### src/rtl/javk_pkg.sv
// rtl/javk_pkg.sv - shared encodings for the JAVK execute/decode slice
package javk_pkg;

    typedef enum logic [2:0] {
        ALU_ADD = 3'd0,
        ALU_SUB = 3'd1,
        ALU_AND = 3'd2,
        ALU_OR  = 3'd3,
        ALU_XOR = 3'd4,
        ALU_SHL = 3'd5,
        ALU_SHR = 3'd6,
        ALU_ROR = 3'd7
    } alu_op_e;

    localparam logic [3:0] OP_NOP   = 4'h0;
    localparam logic [3:0] OP_LDL   = 4'h1;
    localparam logic [3:0] OP_LDH   = 4'h2;
    localparam logic [3:0] OP_ADD   = 4'h3;
    localparam logic [3:0] OP_SUB   = 4'h4;
    localparam logic [3:0] OP_AND   = 4'h5;
    localparam logic [3:0] OP_OR    = 4'h6;
    localparam logic [3:0] OP_XOR   = 4'h7;
    localparam logic [3:0] OP_SHL   = 4'h8;
    localparam logic [3:0] OP_SHR   = 4'h9;
    localparam logic [3:0] OP_ROR   = 4'hA;
    localparam logic [3:0] OP_LD    = 4'hB;
    localparam logic [3:0] OP_ST    = 4'hC;
    localparam logic [3:0] OP_MOV16 = 4'hD;

    localparam int FLAG_N = 3;
    localparam int FLAG_Z = 2;
    localparam int FLAG_C = 1;
    localparam int FLAG_V = 0;

    localparam logic [1:0] REG16_IJ = 2'd0;
    localparam logic [1:0] REG16_PC = 2'd1;
    localparam logic [1:0] REG16_SP = 2'd2;
    localparam logic [1:0] REG16_XY = 2'd3;

endpackage

### src/rtl/javk_alu_core.sv
// rtl/javk_alu_core.sv - 8-bit ALU datapath with registered result and NZCV flags
module javk_alu_core
    import javk_pkg::*;
(
    input  logic       clk,
    input  logic       rst,
    input  logic       en_i,
    input  logic [2:0] op_i,
    input  logic [3:0] shamt_i,
    input  logic [7:0] a_i,
    input  logic [7:0] b_i,
    output logic [7:0] alu_out_o,
    output logic [3:0] flags_o
);

    logic [7:0] alu_out_q, alu_out_d;
    logic [3:0] flags_q, flags_d;
    logic [8:0] sum;
    logic [8:0] diff;
    logic       c_d;
    logic       v_d;
    logic       in_range;

    assign sum      = {1'b0, a_i} + {1'b0, b_i};
    assign diff     = {1'b0, a_i} - {1'b0, b_i};
    // Carry exists only when the shift actually moves a bit out of the byte.
    assign in_range = (shamt_i != 4'd0) && (shamt_i <= 4'd8);

    always_comb begin
        alu_out_d = 8'h00;
        c_d       = 1'b0;
        v_d       = 1'b0;
        case (alu_op_e'(op_i))
            ALU_ADD: begin
                alu_out_d = sum[7:0];
                c_d       = sum[8];
                v_d       = (a_i[7] == b_i[7]) && (sum[7] != a_i[7]);
            end
            ALU_SUB: begin
                alu_out_d = diff[7:0];
                c_d       = diff[8];
                v_d       = (a_i[7] != b_i[7]) && (diff[7] != a_i[7]);
            end
            ALU_AND: alu_out_d = a_i & b_i;
            ALU_OR:  alu_out_d = a_i | b_i;
            ALU_XOR: alu_out_d = a_i ^ b_i;
            ALU_SHL: begin
                alu_out_d = shamt_i[3] ? 8'h00 : (a_i << shamt_i[2:0]);
                c_d       = in_range && a_i[3'(4'd8 - shamt_i)];
            end
            ALU_SHR: begin
                alu_out_d = shamt_i[3] ? 8'h00 : (a_i >> shamt_i[2:0]);
                c_d       = in_range && a_i[3'(shamt_i - 4'd1)];
            end
            ALU_ROR: begin
                alu_out_d = (a_i >> shamt_i[2:0]) | (a_i << (4'd8 - {1'b0, shamt_i[2:0]}));
                c_d       = alu_out_d[7];
            end
            default: alu_out_d = 8'h00;
        endcase
        flags_d         = 4'b0000;
        flags_d[FLAG_N] = alu_out_d[7];
        flags_d[FLAG_Z] = (alu_out_d == 8'h00);
        flags_d[FLAG_C] = c_d;
        flags_d[FLAG_V] = v_d;
    end

    always_ff @(posedge clk) begin
        if (rst) begin
            alu_out_q <= 8'h00;
            flags_q   <= 4'b0000;
        end else if (en_i) begin
            alu_out_q <= alu_out_d;
            flags_q   <= flags_d;
        end
    end

    assign alu_out_o = alu_out_q;
    assign flags_o   = flags_q;

endmodule

### src/rtl/javk_alu_ctrl.sv
// rtl/javk_alu_ctrl.sv - JAVK instruction register, strobe decoder and ALU wrapper
module javk_alu_ctrl
    import javk_pkg::*;
(
    input  logic       clk,
    input  logic       rst,
    input  logic [7:0] instr,
    input  logic [7:0] a,
    input  logic [7:0] b,
    output logic [7:0] alu_out,
    output logic [3:0] flags,
    output logic [2:0] alu_op,
    output logic [3:0] alu_shamt,
    output logic       alu_clk,
    output logic [3:0] addr_offset,
    output logic       fetch,
    output logic       we,
    output logic       nibble_read,
    output logic       nibble_hl,
    output logic [3:0] nibble_out,
    output logic [3:0] reg_sel,
    output logic [1:0] reg16_src,
    output logic [1:0] reg16_dst
);

    logic [7:0] instr_q;
    logic [3:0] opc;
    logic [3:0] fld;

    always_ff @(posedge clk) begin
        if (rst) begin
            instr_q <= {OP_NOP, 4'h0};
        end else begin
            instr_q <= instr;
        end
    end

    assign opc = instr_q[7:4];
    assign fld = instr_q[3:0];

    always_comb begin
        alu_op      = ALU_ADD;
        alu_shamt   = 4'h0;
        alu_clk     = 1'b0;
        addr_offset = 4'h0;
        fetch       = 1'b0;
        we          = 1'b0;
        nibble_read = 1'b0;
        nibble_hl   = 1'b0;
        nibble_out  = 4'h0;
        reg_sel     = 4'h0;
        reg16_src   = REG16_IJ;
        reg16_dst   = REG16_IJ;
        case (opc)
            OP_LDL: begin
                nibble_read = 1'b1;
                nibble_out  = fld;
            end
            OP_LDH: begin
                nibble_read = 1'b1;
                nibble_hl   = 1'b1;
                nibble_out  = fld;
            end
            OP_ADD: begin alu_clk = 1'b1; reg_sel = fld; alu_op = ALU_ADD; end
            OP_SUB: begin alu_clk = 1'b1; reg_sel = fld; alu_op = ALU_SUB; end
            OP_AND: begin alu_clk = 1'b1; reg_sel = fld; alu_op = ALU_AND; end
            OP_OR:  begin alu_clk = 1'b1; reg_sel = fld; alu_op = ALU_OR;  end
            OP_XOR: begin alu_clk = 1'b1; reg_sel = fld; alu_op = ALU_XOR; end
            OP_SHL: begin alu_clk = 1'b1; alu_shamt = fld; alu_op = ALU_SHL; end
            OP_SHR: begin alu_clk = 1'b1; alu_shamt = fld; alu_op = ALU_SHR; end
            OP_ROR: begin alu_clk = 1'b1; alu_shamt = fld; alu_op = ALU_ROR; end
            OP_LD: begin
                fetch       = 1'b1;
                addr_offset = fld;
            end
            OP_ST: begin
                fetch       = 1'b1;
                we          = 1'b1;
                addr_offset = fld;
            end
            OP_MOV16: begin
                reg16_dst = fld[3:2];
                reg16_src = fld[1:0];
            end
            default: alu_clk = 1'b0;
        endcase
    end

    javk_alu_core u_alu (
        .clk       (clk),
        .rst       (rst),
        .en_i      (alu_clk),
        .op_i      (alu_op),
        .shamt_i   (alu_shamt),
        .a_i       (a),
        .b_i       (b),
        .alu_out_o (alu_out),
        .flags_o   (flags)
    );

endmodule

### config.mk
export PLATFORM = sky130hd
export DESIGN_NAME = javk_alu_ctrl
export DESIGN_NICKNAME = d
export VERILOG_FILES = /design/src/rtl/javk_pkg.sv /design/src/rtl/javk_alu_core.sv /design/src/rtl/javk_alu_ctrl.sv
export SDC_FILE = /design/constraint.sdc
export NUM_CORES = 1
export LEC_CHECK = 0
export CAP_MARGIN = 20
export CORE_MARGIN = 3
export CORE_UTILIZATION = 41
export DETAILED_ROUTE_END_ITERATION = 12
export PLACE_DENSITY = 0.74
export REMOVE_ABC_BUFFERS = 1
export SYNTH_ARGS = -nofsm -noshare
export SYNTH_HDL_FRONTEND = slang
export SYNTH_SLANG_ARGS = --single-unit
### constraint.sdc
create_clock -name clk -period 4.3 [get_ports clk]
set_clock_uncertainty 0.15 [all_clocks]
set_input_delay 0.86 -clock clk [delete_from_list [all_inputs] [get_ports clk]]
set_output_delay 0.86 -clock clk [all_outputs]
set_load 0.03 [all_outputs]
# Yosys cells after proc, flatten, opt, wreduce, memory -nomap -nowiden
# Index checks and enable logic that the tools add are counted.
[word_totals]
register_bits = 20
latchBits = 0
ramBits = 0
mem_bits_ro = 0
inputBits = 26
output_inout_bits = 40
elab_cells = 76
mem_count = 0
[classes]
addsub = 5
n_mul = 0
div = 0
magnitude_cmp = 3
eq_ne = 24
shift = 3
mux = 21
bitwise = 4
n_reduce_logical = 13
[ops]
columns = ["op", "count"]
rows = [
  ["8-bit one-hot mux with 8 select lines", 1],
  ["4-bit == test (second input constant)", 6],
  ["3-bit one-hot mux with 7 select lines", 1],
  ["4-bit by 3-bit == test with 1-bit output (second input constant)", 4],
  ["4-bit two-way mux", 4],
  ["8-bit two-way mux", 2],
  ["8-bit bitwise OR", 2],
  ["3-bit == test (second input constant)", 4],
  ["8-bit by 8-bit adder with 9-bit output", 1],
  ["8-bit by 8-bit subtractor with 9-bit output", 1],
  ["8-bit AND", 1],
  ["4-bit by 2-bit == test with 1-bit output (second input constant)", 2],
  ["8-bit logical NOT", 1],
  ["3-bit by 4-bit less-than comparator with 1-bit output (second input constant)", 2],
  ["8-bit OR reduction", 1],
  ["8-bit by 3-bit left shift with 8-bit output", 1],
  ["8-bit by 4-bit left shift with 8-bit output", 1],
  ["8-bit by 3-bit >> shifter with 8-bit output", 1],
  ["8-bit XOR", 1],
  ["1-bit two-way mux", 7],
  ["1-bit binary-select mux with 3-bit select", 2],
  ["3-bit by 2-bit == test with 1-bit output (second input constant)", 2],
  ["1-bit logical AND", 5],
  ["1-bit one-hot mux with 5 select lines", 1],
  ["other kinds (15)", 19],
]

# Depth between registers and ports, before layout
[logic_depth]
depth_word = 8
depth_mapped = 14
mapped_depth_nobuf = 12

# Hierarchy
# From an unflattened synthesis, not the netlist that was laid out.
[unflattened]
cells_unflattened = 390
area_unflattened_um2 = 3039.2
[modules_own_cells]
columns = ["mod", "n_inst", "cells_per_inst", "area_per_inst_um2", "seq_area_each_um2"]
rows = [
  ["javk_alu_core", 1, 332, 2449.8, 220.2],
  ["javk_alu_ctrl", 1, 58, 589.3, 160.2],
]

# Least setup slack after synthesis
# No wires, ideal clock.
[synth_path]
path_kind = "input to register"
from = "input port a[0]"
to = "register u_alu.flags_q[1], in the netlist u_alu.flags_o[1]"
setup_ns = 0.077
t_arrival_ns = 3.048
required_time_ns = 4.073
path_slack_ns = 1.025
stages = 13
n_path_buf = 1
path_cell_list = "clkbuf_1 inv_1 ha_1 inv_1 fa_1 nand2b_1 a22o_1 o21ai_0 a211oi_1 o31ai_1 a2111oi_0 o21ai_1 a41oi_2"
[synth_via]
elab_chain_cells = 4
elab_cells_between_ends = 12
classes_between = "add/sub (2); shift (2); mux (5); bitwise (1); reduce/logical (2)"
[synth_rtl]
columns = ["element", "line_no", "text"]
rows = [
  ["from (decl)", "javk_alu_ctrl.sv:8", "input logic [7:0] a,"],
  ["branches (longest 3 deep; another with 8-bit by 8-bit subtractor with 9-bit output)", "--", ""],
  ["1-bit one-hot mux with 5 select lines (*)", "javk_alu_core.sv:33", "case (alu_op_e'(op_i))"],
  ["to (signal assigned)", "javk_alu_core.sv:74", "flags_q <= flags_d;"],
  ["to (decl)", "javk_alu_core.sv:17", "logic [3:0] flags_q, flags_d;"],
]
# Every way passes the cells marked *. The select of a mux whose other input is x is not followed.
# A chain may end at the register's enable or synchronous reset.

# Worst setup path in the final report
[layout_path]
from = "register instr_q[5]"
to = "output port addr_offset[1]"
[layout_via]
elab_chain_cells = 3
elab_cells_between_ends = 4
classes_between = "eq/ne (2); mux (1); reduce/logical (1)"
[layout_rtl]
columns = ["element", "line_no", "text"]
rows = [
  ["from (decl)", "javk_alu_ctrl.sv:26", "logic [7:0] instr_q;"],
  ["from (signal assigned)", "javk_alu_ctrl.sv:32", "instr_q <= {OP_NOP, 4'h0};"],
  ["from (signal assigned)", "javk_alu_ctrl.sv:34", "instr_q <= instr;"],
  ["4-bit == test", "javk_alu_ctrl.sv:54", "case (opc)"],
  ["2-bit OR reduction (no line) (*)", "--", ""],
  ["4-bit two-way mux (*)", "javk_alu_ctrl.sv:54", ""],
  ["to (decl)", "javk_alu_ctrl.sv:15", "output logic [3:0] addr_offset,"],
]
# Mark *: on every way between the ends. The rest lies on a longest branch, timed or not.

==> summary.md <==
| Metric | Value |
|---|---|
| Hold-fix buffers, CTS | 0 |
| Synth Register Bits | 19 |
| FFs w/ async S/R, synth | 0% |
| First-pass GRT wire length | 20.8 mm |
| Area after DPL | 0.00413 sq mm |
| Pwr Density | 184 mW/mm^2 |
| Critical path arrival | 2710 ps |
| Setup_tns | 0 ps |
| Worst-path fanout max | 10 |
| Final max-slew violation count | 0 |
| Peak Freq | 0.269 GHz |
| Drt pass-1 iters | 7 |
| Hold WC Path Type | reg2reg |
| Worst setup SP type | flip-flop |
| Largest delay contributor family on the critical path | buffers and inverters |
| Crit path required time | 3290 ps |
| Slew HR | 38.1% |
| Commonest cells after routing, fill and taps aside | 65 x clkdlybuf4s50_1, 53 x nand2_1, 36 x nor2_1 |
| Non-Filler Instances | 630 |
| Initial antenna violation count | 0 |
| Placed cell count | 626 |
| Post-Route WL | 13.4 mm |
| Max stage delay on crit path | 670 ps |
| Final Hold Fails | 0 |
| Worst Path Class, Setup | reg2out |
| Clock Tree Root | clkbuf_8 |
| Status | completed |
| Die X | 96.9 um |
| Seq/Total Area, Yosys | 11.2% |
| Final setup violation count | 0 |
| # IOs | 66 |
| Die area | 0.00939 sq mm |
| CP Capture Type | primary output |
| GRT overflow | 0 |
| Routed WL per cell | 21.3 um |
| Final Cycle Share | 86.5% |
| Vias | 4007 |
| Finished Core Util | 52.9% |
| Reg clk slew, reported paths | 70 ps |
| Peak VDD IR | 105 uV |
| Worst-Margin Slew | 927 ps |
| Syn avg cell area | 7.21 sq um |
| Antenna Diode Count | 0 |
| Buf+Inv Stages, Crit Path | 2 |
| Fill cell count | 796 |
| Starting Density | 43.0% |
| Synth Flop Type | dfxtp_1 |
| Lkg Pwr | 1.66 nW |
| Pwr Total | 770 uW |
| Via density | 6.36 |
| Routed Antenna Nets | 0 |
| Post-synth EDFFs | 0 |
| HPWL Detailed | 10.4 mm |
| Setup Buffers After CTS | 0 |
| Slowest cell on the critical path | clkdlybuf4s50_1 |
| Final WS setup | 582 ps |
| Core area | 0.00789 sq mm |
| Synthesized area | 0.00339 sq mm |
| CTS Buf Count | 3 |
| Via count of the first global-routing pass | 3706 |
| Drt initial violations | 398 |
| Clock sink total | 19 |
| Worst skew pair latency | 250 ps |
| Number of max-cap violations | 0 |
| CTS tree | built |
| Crit path cell chain | buf_4 > nor2_1 > nand2_1 > a21oi_1 > and2_1 > clkdlybuf4s50_1 |
| Resize count post-CTS | 0 |
| Largest net degree at the start of global routing | 24 |
| Mapped Cells | 470 |
| Die H | 96.9 um |
| Layout net count | 582 |
| DR DRC count | 0 |
| Min cycle time layout | 3720 ps |
| Clock Path Buffers | 2 |
| All-Layer GR Usage | 27.3% |
| Netlist cell types | 89 |
| Worst hold slack | 312 ps |
| Placer Congestion | 1.03 |
| Layout cell share with drive strength beyond 1 | 10.8% |
| Pre-CTS setup slack | 434 ps |
| Most common cell after layout, fill and taps aside | clkdlybuf4s50_1 |
| H-tree levels | 1 |
| Row count | 32 |
| RSZ-0062 raised after global routing | false |
| Design area | 0.00418 sq mm |
| Area grow syn2layout | 23.2% |
| Port buffer count | 65 |
| Synthesis Warnings | 0 |
[registers in the layout, indices dropped and copies added (netlist names)]
name / count
u_alu.alu_out_o: 7
instr_q: 8
u_alu.flags_o: 4
[worst register-to-register path: stages (launching register included)]
cell and delay, ps:
dfxtp_1 740, nor2b_4 380, nand3_4 130, ha_1 400, buf_4 190, a21oi_1 120
a32oi_1 70, mux2i_1 280, a21o_1 270, nand4_1 140, and3_1 220, o31ai_2 220
[Yosys cell counts (6+ instances only)]
| cell | n | area [sq um] |
|---|---|---|
| nand2_1 | 53 | 199 |
| nor2_1 | 36 | 135 |
| inv_1 | 29 | 109 |
| a21oi_1 | 26 | 130 |
| ha_1 | 25 | 313 |
| dfxtp_1 | 19 | 380 |
| o21ai_0 | 19 | 95.1 |
| and2_1 | 17 | 106 |
| nand3_1 | 17 | 85.1 |
| clkbuf_1 | 15 | 56.3 |
| nor2b_1 | 13 | 81.3 |
| o211ai_1 | 11 | 82.6 |
| a31oi_1 | 10 | 62.6 |
| a211oi_1 | 8 | 60.1 |
| a32oi_1 | 8 | 70.1 |
| nand2b_1 | 8 | 50.1 |
| nor3_1 | 8 | 40.0 |
| buf_2 | 6 | 30.0 |
| buf_6 | 6 | 67.6 |
| nand4_1 | 6 | 37.5 |
| xnor2_1 | 6 | 52.6 |
[power by group]
group	switching, mW	internal (mW)
Combinational	0.261	0.173
Sequential	0.0224	0.190
Clock	0.0577	0.0659
Total	0.341	0.429
[routing by layer]
metal	up-vias	GRT usage (%)	share of wire, %
li1	1835	-	-
met4	0	7.45	3.3
met3	39	4.40	10
met5	-	0	0
met1	1862	37.2	41
met2	271	44.4	46
[final cells by class]
cell class / instances / area [sq um] / share of cell area [%]
Multi-Input combinational cell: 385 / 2680 / 64.1
Timing Repair Buffer: 88 / 823 / 19.7
Sequential cell: 19 / 380 / 9.11
Tap cell: 102 / 128 / 3.06
Inverter: 32 / 123 / 2.94
Clock buffer: 4 / 45.0 / 1.08
[logic make-up (layout without fill, tap and decap cells)]
logic type | after synthesis | in the layout | share of synthesized area (%)
AND/OR/NAND/NOR | 186 | 186 | 29.1
AO/OA/AOI/OAI | 156 | 156 | 34.5
buffers and inverters | 66 | 124 | 9.82
adder cells (fa/ha/maj) | 27 | 27 | 10.4
flip-flops | 19 | 19 | 11.2
XOR/XNOR | 10 | 10 | 3.14
multiplexers | 6 | 6 | 1.81
[final timing paths]
kind / startpoint / slack, ps / endpoint / depth (start not counted)
min: u_alu.alu_out_o[4] / 310 / u_alu.alu_out_o[4] / 2
max reg2reg: instr_q[7] / 900 / u_alu.flags_o[2] / 11
max: instr_q[5] / 580 / addr_offset[1] / 6
min reg2reg: u_alu.alu_out_o[4] / 310 / u_alu.alu_out_o[4] / 2
Power figures use the tool's default switching activity.
